--- src/rtl/hazard_forward_unit.sv ---
// EX-stage operand forwarding plus ID-stage load-use / multiply hazard detection.
// Tracks one in-flight multiply and keeps a saturating count of stalled cycles.
module hazard_forward_unit #(
  parameter int REG_ADDR_W  = 5,
  parameter int MUL_LATENCY = 4,
  parameter int CNT_W       = 16
) (
  input  logic                  clk,
  input  logic                  reset,
  input  logic [REG_ADDR_W-1:0] id_rs,
  input  logic [REG_ADDR_W-1:0] id_rt,
  input  logic                  id_uses_rs,
  input  logic                  id_uses_rt,
  input  logic                  id_is_mul,
  input  logic [REG_ADDR_W-1:0] ex_reg_rs,
  input  logic [REG_ADDR_W-1:0] ex_reg_rt,
  input  logic [REG_ADDR_W-1:0] ex_reg_rd,
  input  logic                  ex_mem_read,
  input  logic                  ex_mul_start,
  input  logic                  mem_reg_write,
  input  logic [REG_ADDR_W-1:0] mem_reg_rd,
  input  logic                  wb_reg_write,
  input  logic [REG_ADDR_W-1:0] wb_reg_rd,
  output logic [1:0]            forward_a,
  output logic [1:0]            forward_b,
  output logic                  stall,
  output logic                  flush_ex,
  output logic                  mul_busy,
  output logic                  mul_done,
  output logic [REG_ADDR_W-1:0] mul_rd,
  output logic [CNT_W-1:0]      stall_count
);

  typedef enum logic [1:0] {
    ST_IDLE = 2'd0,
    ST_BUSY = 2'd1,
    ST_DONE = 2'd2
  } state_e;

  localparam int               CW       = (MUL_LATENCY > 1) ? $clog2(MUL_LATENCY) : 1;
  localparam logic [CW-1:0]    CNT_INIT = CW'(MUL_LATENCY - 1);
  localparam logic [CW-1:0]    CNT_ONE  = CW'(1);
  localparam logic [CNT_W-1:0] SC_ONE   = CNT_W'(1);

  state_e                state_q, state_d;
  logic [CW-1:0]         cnt_q, cnt_d;
  logic [REG_ADDR_W-1:0] mul_rd_q, mul_rd_d;
  logic [CNT_W-1:0]      stall_count_q, stall_count_d;

  logic [1:0] fwd_a_raw, fwd_b_raw;
  logic       ex_rd_read, mul_rd_read;
  logic       stall_raw, busy_raw, done_raw;

  // True when the ID instruction actually reads register r; $0 never counts.
  function automatic logic src_match(
    input logic [REG_ADDR_W-1:0] r,
    input logic [REG_ADDR_W-1:0] rs,
    input logic [REG_ADDR_W-1:0] rt,
    input logic                  use_rs,
    input logic                  use_rt
  );
    return (r != '0) && ((use_rs && (rs == r)) || (use_rt && (rt == r)));
  endfunction

  // MEM is the younger producer, so it has priority over WB.
  function automatic logic [1:0] fwd_sel(
    input logic [REG_ADDR_W-1:0] src,
    input logic                  m_wr,
    input logic [REG_ADDR_W-1:0] m_rd,
    input logic                  w_wr,
    input logic [REG_ADDR_W-1:0] w_rd
  );
    if (m_wr && (m_rd != '0) && (m_rd == src)) begin
      return 2'b10;
    end
    if (w_wr && (w_rd != '0) && (w_rd == src)) begin
      return 2'b01;
    end
    return 2'b00;
  endfunction

  always_comb begin
    fwd_a_raw   = fwd_sel(ex_reg_rs, mem_reg_write, mem_reg_rd, wb_reg_write, wb_reg_rd);
    fwd_b_raw   = fwd_sel(ex_reg_rt, mem_reg_write, mem_reg_rd, wb_reg_write, wb_reg_rd);
    ex_rd_read  = src_match(ex_reg_rd, id_rs, id_rt, id_uses_rs, id_uses_rt);
    mul_rd_read = src_match(mul_rd_q,  id_rs, id_rt, id_uses_rs, id_uses_rt);
  end

  // State register and multiply bookkeeping.
  always_ff @(posedge clk) begin
    if (reset) begin
      state_q       <= ST_IDLE;
      cnt_q         <= '0;
      mul_rd_q      <= '0;
      stall_count_q <= '0;
    end else begin
      state_q       <= state_d;
      cnt_q         <= cnt_d;
      mul_rd_q      <= mul_rd_d;
      stall_count_q <= stall_count_d;
    end
  end

  // Next-state logic; a start seen while BUSY is dropped.
  always_comb begin
    state_d  = state_q;
    cnt_d    = cnt_q;
    mul_rd_d = mul_rd_q;
    unique case (state_q)
      ST_IDLE: begin
        if (ex_mul_start) begin
          state_d  = ST_BUSY;
          cnt_d    = CNT_INIT;
          mul_rd_d = ex_reg_rd;
        end
      end
      ST_BUSY: begin
        if (cnt_q != '0) begin
          cnt_d = cnt_q - CNT_ONE;
        end else begin
          state_d = ST_DONE;
        end
      end
      ST_DONE: begin
        if (ex_mul_start) begin
          state_d  = ST_BUSY;
          cnt_d    = CNT_INIT;
          mul_rd_d = ex_reg_rd;
        end else begin
          state_d = ST_IDLE;
        end
      end
      default: begin
        state_d = ST_IDLE;
      end
    endcase
  end

  // Output logic; everything except the latched registers is held low during reset.
  always_comb begin
    busy_raw  = (state_q != ST_IDLE);
    done_raw  = (state_q == ST_DONE);
    stall_raw = (ex_mem_read  && ex_rd_read)
             || (ex_mul_start && ex_rd_read)
             || (busy_raw     && mul_rd_read)
             || ((state_q == ST_BUSY) && id_is_mul);

    forward_a = reset ? 2'b00 : fwd_a_raw;
    forward_b = reset ? 2'b00 : fwd_b_raw;
    stall     = stall_raw && !reset;
    flush_ex  = stall_raw && !reset;
    mul_busy  = busy_raw  && !reset;
    mul_done  = done_raw  && !reset;
    mul_rd    = mul_rd_q;

    stall_count_d = stall_count_q;
    if (stall_raw && (stall_count_q != '1)) begin
      stall_count_d = stall_count_q + SC_ONE;
    end
  end

  assign stall_count = stall_count_q;

endmodule
--- config.mk ---
export PLATFORM = sky130hd
export DESIGN_NAME = hazard_forward_unit
export DESIGN_NICKNAME = d
export VERILOG_FILES = /design/src/rtl/hazard_forward_unit.sv
export SDC_FILE = /design/constraint.sdc
export NUM_CORES = 1
export LEC_CHECK = 0
export BUFFER_PORTS_ARGS = -buffer_cell sky130_fd_sc_hd__buf_4
export CORE_ASPECT_RATIO = 0.8
export CORE_MARGIN = 3
export CORE_UTILIZATION = 35
export DETAILED_ROUTE_END_ITERATION = 8
export MAX_ROUTING_LAYER = met4
export PLACE_DENSITY_LB_ADDON = 0.1
export SYNTH_ARGS = -nofsm -noshare
export SYNTH_HDL_FRONTEND = slang
export SYNTH_SLANG_ARGS = --single-unit
--- constraint.sdc ---
create_clock -name clk -period 2.7 [get_ports clk]
set_input_delay 0.54 -clock clk [delete_from_list [all_inputs] [get_ports clk]]
set_output_delay 0.54 -clock clk [all_outputs]
set_load 0.005 [all_outputs]
### Word-level counts from Yosys, hierarchy flattened

Cells that the tools add are included.

* register bits after elaboration: 25
* logic and storage cells: 82

* equal/unequal tests: 15
* add/subtract/negate cells: 2
* reductions and logical operators: 38
* muxes and demuxes: 23

Operators with widths (number)
* $eq A5 B5 Y1: 8
* $mux W2: 14
* $logic_and A1 B1 Y1: 20
* $reduce_bool A5 Y1: 4
* $add A16 B1 Y16 const B: 1
* $ne A16 B16 Y1 const B: 1
* $mux W1: 7
* $ne A2 B2 Y1 const B: 3
* $pmux W2 S3: 1
* $reduce_bool A2 Y1: 3
* $logic_or A1 B1 Y1: 5
* $pmux W2 S2: 1
* $reduce_and A2 Y1: 2
* $reduce_and A3 Y1: 1
* $eq A2 B1 Y1 const B: 1
* $eq A2 B2 Y1 const B: 1
* $logic_not A2 Y1: 1
* $ne A2 B1 Y1 const B: 1
* $reduce_or A2 Y1: 1
* $sub A2 B1 Y2 const B: 1
* $logic_not A1 Y1: 1

### Longest topological paths before layout

Gate-level depths: netlist of the first run.

* depth after elaboration: 9
* mapped depth: 7

### Worst setup path after synthesis of the first run

No wires, ideal clock.

* kind: input to output
* start: input ex_reg_rd[1]
* end: output stall
* cell stages on the path: 5
* arrival: 1844 ps
* required time: 2160 ps
* path buffers: 1
* setup slack: 316 ps
* cells stage by stage: or4_1 -> o22a_1 -> a22oi_4 -> a21oi_1 -> buf_4

* cells in the longest elaborated chain, start to end: 9
* elaborated cells on any way between the ends: 13

RTL lines
* start, declared: line 17 `input logic [REG_ADDR_W-1:0] ex_reg_rd,`
* $eq A5 B5 Y1: line 62 `return (r != '0) && ((use_rs && (rs == r)) || (use_rt && (rt == r)));`
* $logic_and A1 B1 Y1: line 62
* $logic_or A1 B1 Y1: line 62
* $logic_and A1 B1 Y1 *: line 62
* $logic_and A1 B1 Y1, on equally long branches: line 143, 144
* $logic_or A1 B1 Y1 *: line 144 `|| (ex_mul_start && ex_rd_read)`
* $logic_or A1 B1 Y1 *: line 145 `|| (busy_raw && mul_rd_read)`
* $logic_or A1 B1 Y1 *: line 146 `|| ((state_q == ST_BUSY) && id_is_mul);`
* $logic_and A1 B1 Y1 *
* end, declared: line 26 `output logic stall,`

Every way passes the cells marked *; elsewhere a longest branch is shown, timed or not.

### Worst setup path after layout of the first run

* start: input ex_reg_rd[1]
* end: output stall

* cells in the longest elaborated chain, start to end: 9
* elaborated cells on any way between the ends: 13

RTL lines
* $eq A5 B5 Y1: line 62
* $logic_and A1 B1 Y1: line 62
* $logic_or A1 B1 Y1: line 62
* $logic_and A1 B1 Y1 *: line 62
* $logic_and A1 B1 Y1, on equally long branches: line 143, 144
* $logic_or A1 B1 Y1 *: line 144
* $logic_or A1 B1 Y1 *: line 145
* $logic_or A1 B1 Y1 *: line 146
* $logic_and A1 B1 Y1 *: line 150 `stall = stall_raw && !reset;`

Marks and branches as above.

==> results.json, run 1 <==
{
  "synthTopCellsByCount": "xnor2_1, dfxtp_1, nor2_1",
  "viasPerCell": 4.93,
  "post_dp_cell_area_um2": 2400,
  "cp_cell_sequence": "buf_4 -> or4_1 -> o22a_1 -> a22oi_4 -> a21oi_1 -> buf_4",
  "finalWorstSetupSlack_ns": 0.120,
  "cts_sinks": 25,
  "die_h_um": 70.5,
  "p_seq_share_pct": 47.3,
  "rrSetupSlack_ns": 0.51,
  "io_buffers": 72,
  "die_area_um2": 6110,
  "synth_area_leaders": "dfxtp_1, xnor2_1, nor2_1",
  "coreArea_um2": 4790,
  "grt_use_total_pct": 15.1,
  "synth_nets": 255,
  "post-route-cell-area_um2": 2450,
  "grt_pass1_wl_um": 7340,
  "fin_crit_sh_pct": 95.5,
  "cts_tree": "done",
  "synth_most_common_cell": "xnor2_1",
  "rsz0062_at_grt": "false",
  "vdd_drop_max_mv": 0.238,
  "synth_edf_count": 0,
  "dp_slack_ns": 0.0966,
  "start_util_pct": 38.0,
  "overflow": 0,
  "synth_top_area_share_pct": 27.5,
  "crit_start": "ex_reg_rd[1]",
  "p_comb_share_pct": 26.6,
  "netSwitchingFraction_pct": 27.6,
  "critPathSlowestCell": "or4_1",
  "clock_skew_ns": 0.00235,
  "num_antenna_cells": 0,
  "clock_latency_ns": 0.26,
  "crit_path_start_kind": "input port",
  "hold_viol_final": 0,
  "tightest_slew_ns": 0.659,
  "worstSetupEndpointType": "output pin",
  "grt_pass1_vias": 1601,
  "cts_setup_buffers": 0,
  "max_slew_margin_pct": 56.0,
  "rows": 22,
  "powerDensity_nw_per_um2": 345,
  "crit_path_end": "stall",
  "status": "complete, no violations",
  "totalWireLength_um": 4540,
  "drc": 0,
  "cts_buffers": 3,
  "ys_ff_latch": 25,
  "r2r-start": "mul_rd[2]",
  "slew_violations": 0,
  "areaGrowthSynthToFinish_pct": 34.5,
  "antenna_found_initial": 0,
  "cts.clk_slew.worst_paths_ns": 0.08,
  "p_leak_nw": 0.993,
  "setup_viol": 0,
  "ys_types": 44,
  "cts_htree_levels": 1,
  "grt_max_degree": 38,
  "ys.flop_type": "dfxtp_1",
  "maxCapViolations": 0,
  "p_int_mw": 0.611,
  "final_cells": 341,
  "cpMostUsedCell": "buf_4",
  "drt-pass1-iter-count": 4,
  "rr_endpoint": "stall_count[9]",
  "dp.cells": 337,
  "ys_seq_area_share_pct": 27.5,
  "synthArstFlopShare_pct": 0,
  "cts_resized": 0,
  "cp.required_ns": 2.16,
  "yosysWarningCount": 0,
  "fin_crit_ns": 2.58,
  "ios": 73,
  "clockBufferDepth": 2,
  "gp_congestion": 0.837,
  "cp.arrival_ns": 2.04,
  "power_frac_clock_pct": 26.1,
  "slowest_delay_ns": 0.53,
  "p_switching_mw": 0.234,
  "reg2reg_depth": 7,
  "root_buffer": "clkbuf_8",
  "wl_per_cell_um": 13.3,
  "max_freq_mhz": 388,
  "fillers": 483,
  "vias": 1681,
  "first_iter_violations": 49,
  "worstHoldPathType": "flip-flop to flip-flop",
  "cts_hold_buf": 0,
  "syn_area_um2": 1820,
  "die_w_um": 86.6,
  "synth_top_area_cell": "dfxtp_1",
  "nets": 328,
  "ant_nets": 0,
  "cp_max_fo": 7,
  "dp_hpwl_um": 3660,
  "hold_ws_ns": 0.504,
  "setup_tns_ns": 0,
  "drive_above_1_share_pct": 33.5,
  "netlist_instances": 209,
  "syn-mean-instance-area_um2": 8.71,
  "criticalPathCategory": "input port to output pin"
}
[power by group through the flow]
stage	logic [mW]	registers, mW	clock network (mW)
5_1_grt	0.248	0.402	0.244
2_1_floorplan	0.131	0.402	0
6_report	0.225	0.400	0.220
3_3_place_gp	0.226	0.409	0
4_1_cts	0.226	0.400	0.234
3_5_place_dp	0.225	0.409	0
[logic make-up after synthesis]
family	after synthesis	synth area share [%]
simple gates	83	25.2
mux	9	5.36
fa+ha+maj	2	1.37
flops	25	27.5
buf+inv	12	4.05
compound gates	32	14.4
xor+xnor	46	22.1
[state kept, by name, indices dropped and copies added, names as in the netlist]
register / flops
cnt_q: 2
mul_rd: 5
stall_count: 16
state_q: 2
[layer usage]
metal	up-vias	global-route usage, %	share of wire, %
met1	739	23.7	54
met3	2	3.42	6.5
met2	54	19.7	40
li1	886	-	-
met4	0	2.08	0.22
met5	-	-	0
[worst min-delay path by stage]
stage	start	end	cells after the start
final	state_q[1]	state_q[1]	1
after global routing	state_q[1]	state_q[1]	1
after CTS	state_q[1]	state_q[1]	1
after detailed placement	state_q[1]	state_q[1]	1
after global placement	state_q[1]	state_q[1]	1
after floorplan	state_q[1]	state_q[1]	1
[worst max-delay path, delay by kind of cell]
kind,cells,cell delay [ns]
compound gates,3,0.67
simple gates,1,0.53
buf+inv,2,0.29
[cells in the final DEF, fill, tap and decap left out, drive strengths merged, types with 2 or more instances in the layout]
cell type / n
inv: 5
nor2b: 4
o21ai: 3
mux2: 3
mux2i: 6
nand4: 8
nor3: 5
nor4: 5
and3: 3
a21oi: 11
ha: 2
o22ai: 2
nor2: 25
a31o: 5
dfxtp: 25
nand2b: 4
nand3b: 2
clkbuf: 4
a211oi: 6
buf: 75
xnor2: 36
nand3: 6
xor2: 10
nand2: 11
or4: 5
[stage by stage]
| stage | utilization [%] | total power [mW] |
|---|---|---|
| 2_1_floorplan | - | 0.534 |
| 3_3_place_gp | 50.2 | 0.635 |
| 3_5_place_dp | 50.2 | 0.634 |
| 4_1_cts | 51.1 | 0.860 |
| 5_1_grt | 51.1 | 0.895 |
| 6_report | 51.1 | 0.845 |
[layout make-up]
cell class | instances | area (um^2) | share of cell area (%)
repair buffers | 75 | 563 | 23.0
multi-input cells | 172 | 1250 | 50.9
clock buffers | 4 | 45.0 | 1.84
flip-flops and latches | 25 | 500 | 20.4
well taps | 60 | 75.1 | 3.07
inverters | 5 | 18.8 | 0.766
Note: power is estimated with default switching activity, not from simulation.
==> run 2: changes to the inputs <==
--- a/config.mk
+++ b/config.mk
@@ -10,8 +10,9 @@
 export CORE_MARGIN = 3
 export CORE_UTILIZATION = 35
 export DETAILED_ROUTE_END_ITERATION = 8
+export HOLD_SLACK_MARGIN = 0.05
 export MAX_ROUTING_LAYER = met4
-export PLACE_DENSITY_LB_ADDON = 0.1
+export PLACE_DENSITY = 0.67
 export SYNTH_ARGS = -nofsm -noshare
 export SYNTH_HDL_FRONTEND = slang
 export SYNTH_SLANG_ARGS = --single-unit
==> run 2 against run 1 <==
  * Clock skew is 0.0018 ns higher
  * Non-clock buffer count is 1 higher
  * Clock-buffer cell count did not move
  * First-iteration DRC count grew 59%
  * Utilization grew 0.16 points
  * Hold slack got worse by 0.00092 ns
  * Combinational power increased by 2%
  * Sequential cell count unchanged
  * Critical path type unchanged
  * Highest routed layer is now met3
==> results.json, run 2 (synthesized netlist as in run 1, its figures left out) <==
{
  "layout_commonest_cell": "buf_4",
  "crit_path_start_kind": "input port",
  "wl_per_cell_um": 13.2,
  "first_iter_violations": 78,
  "drive_above_1_share_pct": 33.7,
  "antenna_found_initial": 0,
  "hold_ws_ns": 0.503,
  "totalWireLength_um": 4510,
  "ios": 73,
  "cts_hold_buf": 0,
  "cts_htree_levels": 1,
  "cp_cell_sequence": "buf_4 -> or4_1 -> o22a_1 -> a22oi_4 -> a21oi_1 -> buf_4",
  "clock_skew_ns": 0.00415,
  "cts_tree": "done",
  "p_total_mw": 0.853,
  "criticalPathCategory": "input port to output pin",
  "rsz0062_at_grt": "false",
  "dp.cells": 338,
  "cp_max_fo": 5,
  "setup_viol": 0,
  "slowest_delay_ns": 0.53,
  "maxCapViolations": 0,
  "cts.clk_slew.worst_paths_ns": 0.09,
  "vdd_drop_max_mv": 0.217,
  "nets": 329,
  "fin_crit_sh_pct": 94.8,
  "worstHoldPathType": "flip-flop to flip-flop",
  "setup_tns_ns": 0,
  "grt_use_total_pct": 14.8,
  "start_util_pct": 38.0,
  "rows": 22,
  "clock_latency_ns": 0.27,
  "grt_pass1_vias": 1560,
  "drc": 0,
  "fillers": 478,
  "status": "complete, no violations",
  "p_leak_nw": 0.997,
  "dp_hpwl_um": 3700,
  "cp.arrival_ns": 2.02,
  "drt-pass1-iter-count": 4,
  "die_h_um": 70.5,
  "grt_max_degree": 38,
  "coreArea_um2": 4790,
  "io_buffers": 72,
  "final_cells": 342,
  "tightest_slew_ns": 0.671,
  "num_antenna_cells": 0,
  "max_slew_margin_pct": 55.2,
  "largest_reg_flops": 16,
  "areaGrowthSynthToFinish_pct": 34.9,
  "worstSetupEndpointType": "output pin",
  "fin_crit_ns": 2.56,
  "ant_nets": 0,
  "grt_pass1_wl_um": 7290,
  "clockBufferDepth": 2,
  "cp.required_ns": 2.16,
  "max_freq_mhz": 391,
  "die_w_um": 86.6,
  "die_area_um2": 6110,
  "critPathSlowestCell": "or4_1",
  "cts_sinks": 25,
  "layout_common_cells": "buf_4, xnor2_1, nor2_1, dfxtp_1, nand2_1",
  "hold_viol_final": 0,
  "root_buffer": "clkbuf_8",
  "cts_buffers": 3,
  "cpMostUsedCell": "buf_4",
  "vias": 1695,
  "powerDensity_nw_per_um2": 347,
  "overflow": 0,
  "viasPerCell": 4.96,
  "slew_violations": 0,
  "gp_congestion": 0.829
}
run 2: critical path: cells and delay by family:
family / cells / cell delay, ns
AND/OR/NAND/NOR: 1 / 0.53
buffers and inverters: 2 / 0.29
AO/OA/AOI/OAI: 3 / 0.64
run 2: routing by layer:
metal	vias to the layer above	track usage, %	routed length (um)
li1	883	-	-
met1	773	21.9	2280
met2	39	21.5	2000
met3	0	3.07	238
met4	0	1.21	0
met5	-	-	0
run 2: where the power goes:
part	internal, mW	switching, mW	leakage (nW)
sequential	0.381	0.0180	0.203
combinational	0.125	0.105	0.771
clock	0.105	0.118	0.0228
run 2: repair_timing:
item                                    CTS  global route
setup buffers                             0             0
endpoints found under the setup margin    0             2
gates resized for setup                   0             1
run 2: through the flow:
step | util (%) | area, um^2 | setup slack, ns
after floorplan | - | 1820 | 0.316
after global placement | 50.3 | 2410 | 0.156
after detailed placement | 50.3 | 2410 | 0.115
after CTS | 51.3 | 2460 | 0.125
after global routing | 51.3 | 2460 | 0.0340
final | 51.3 | 2460 | 0.142
run 2: layout make-up:
class	instances	area, um^2	area share, %
Timing Repair Buffer	76	571	23.2
Sequential cell	25	500	20.4
Inverter	5	18.8	0.764
Tap cell	60	75.1	3.06
Multi-Input combinational cell	172	1250	50.7
Clock buffer	4	45.0	1.83
run 2: worst paths after layout:
check | startpoint | endpoint | slack [ns] | cells past startpoint
hold / removal | state_q[1] | state_q[1] | 0.50 | 1
setup / recovery | ex_reg_rd[1] | flush_ex | 0.14 | 6
hold reg to reg | state_q[1] | state_q[1] | 0.50 | 1
setup reg to reg | mul_rd[0] | stall_count[11] | 0.45 | 9
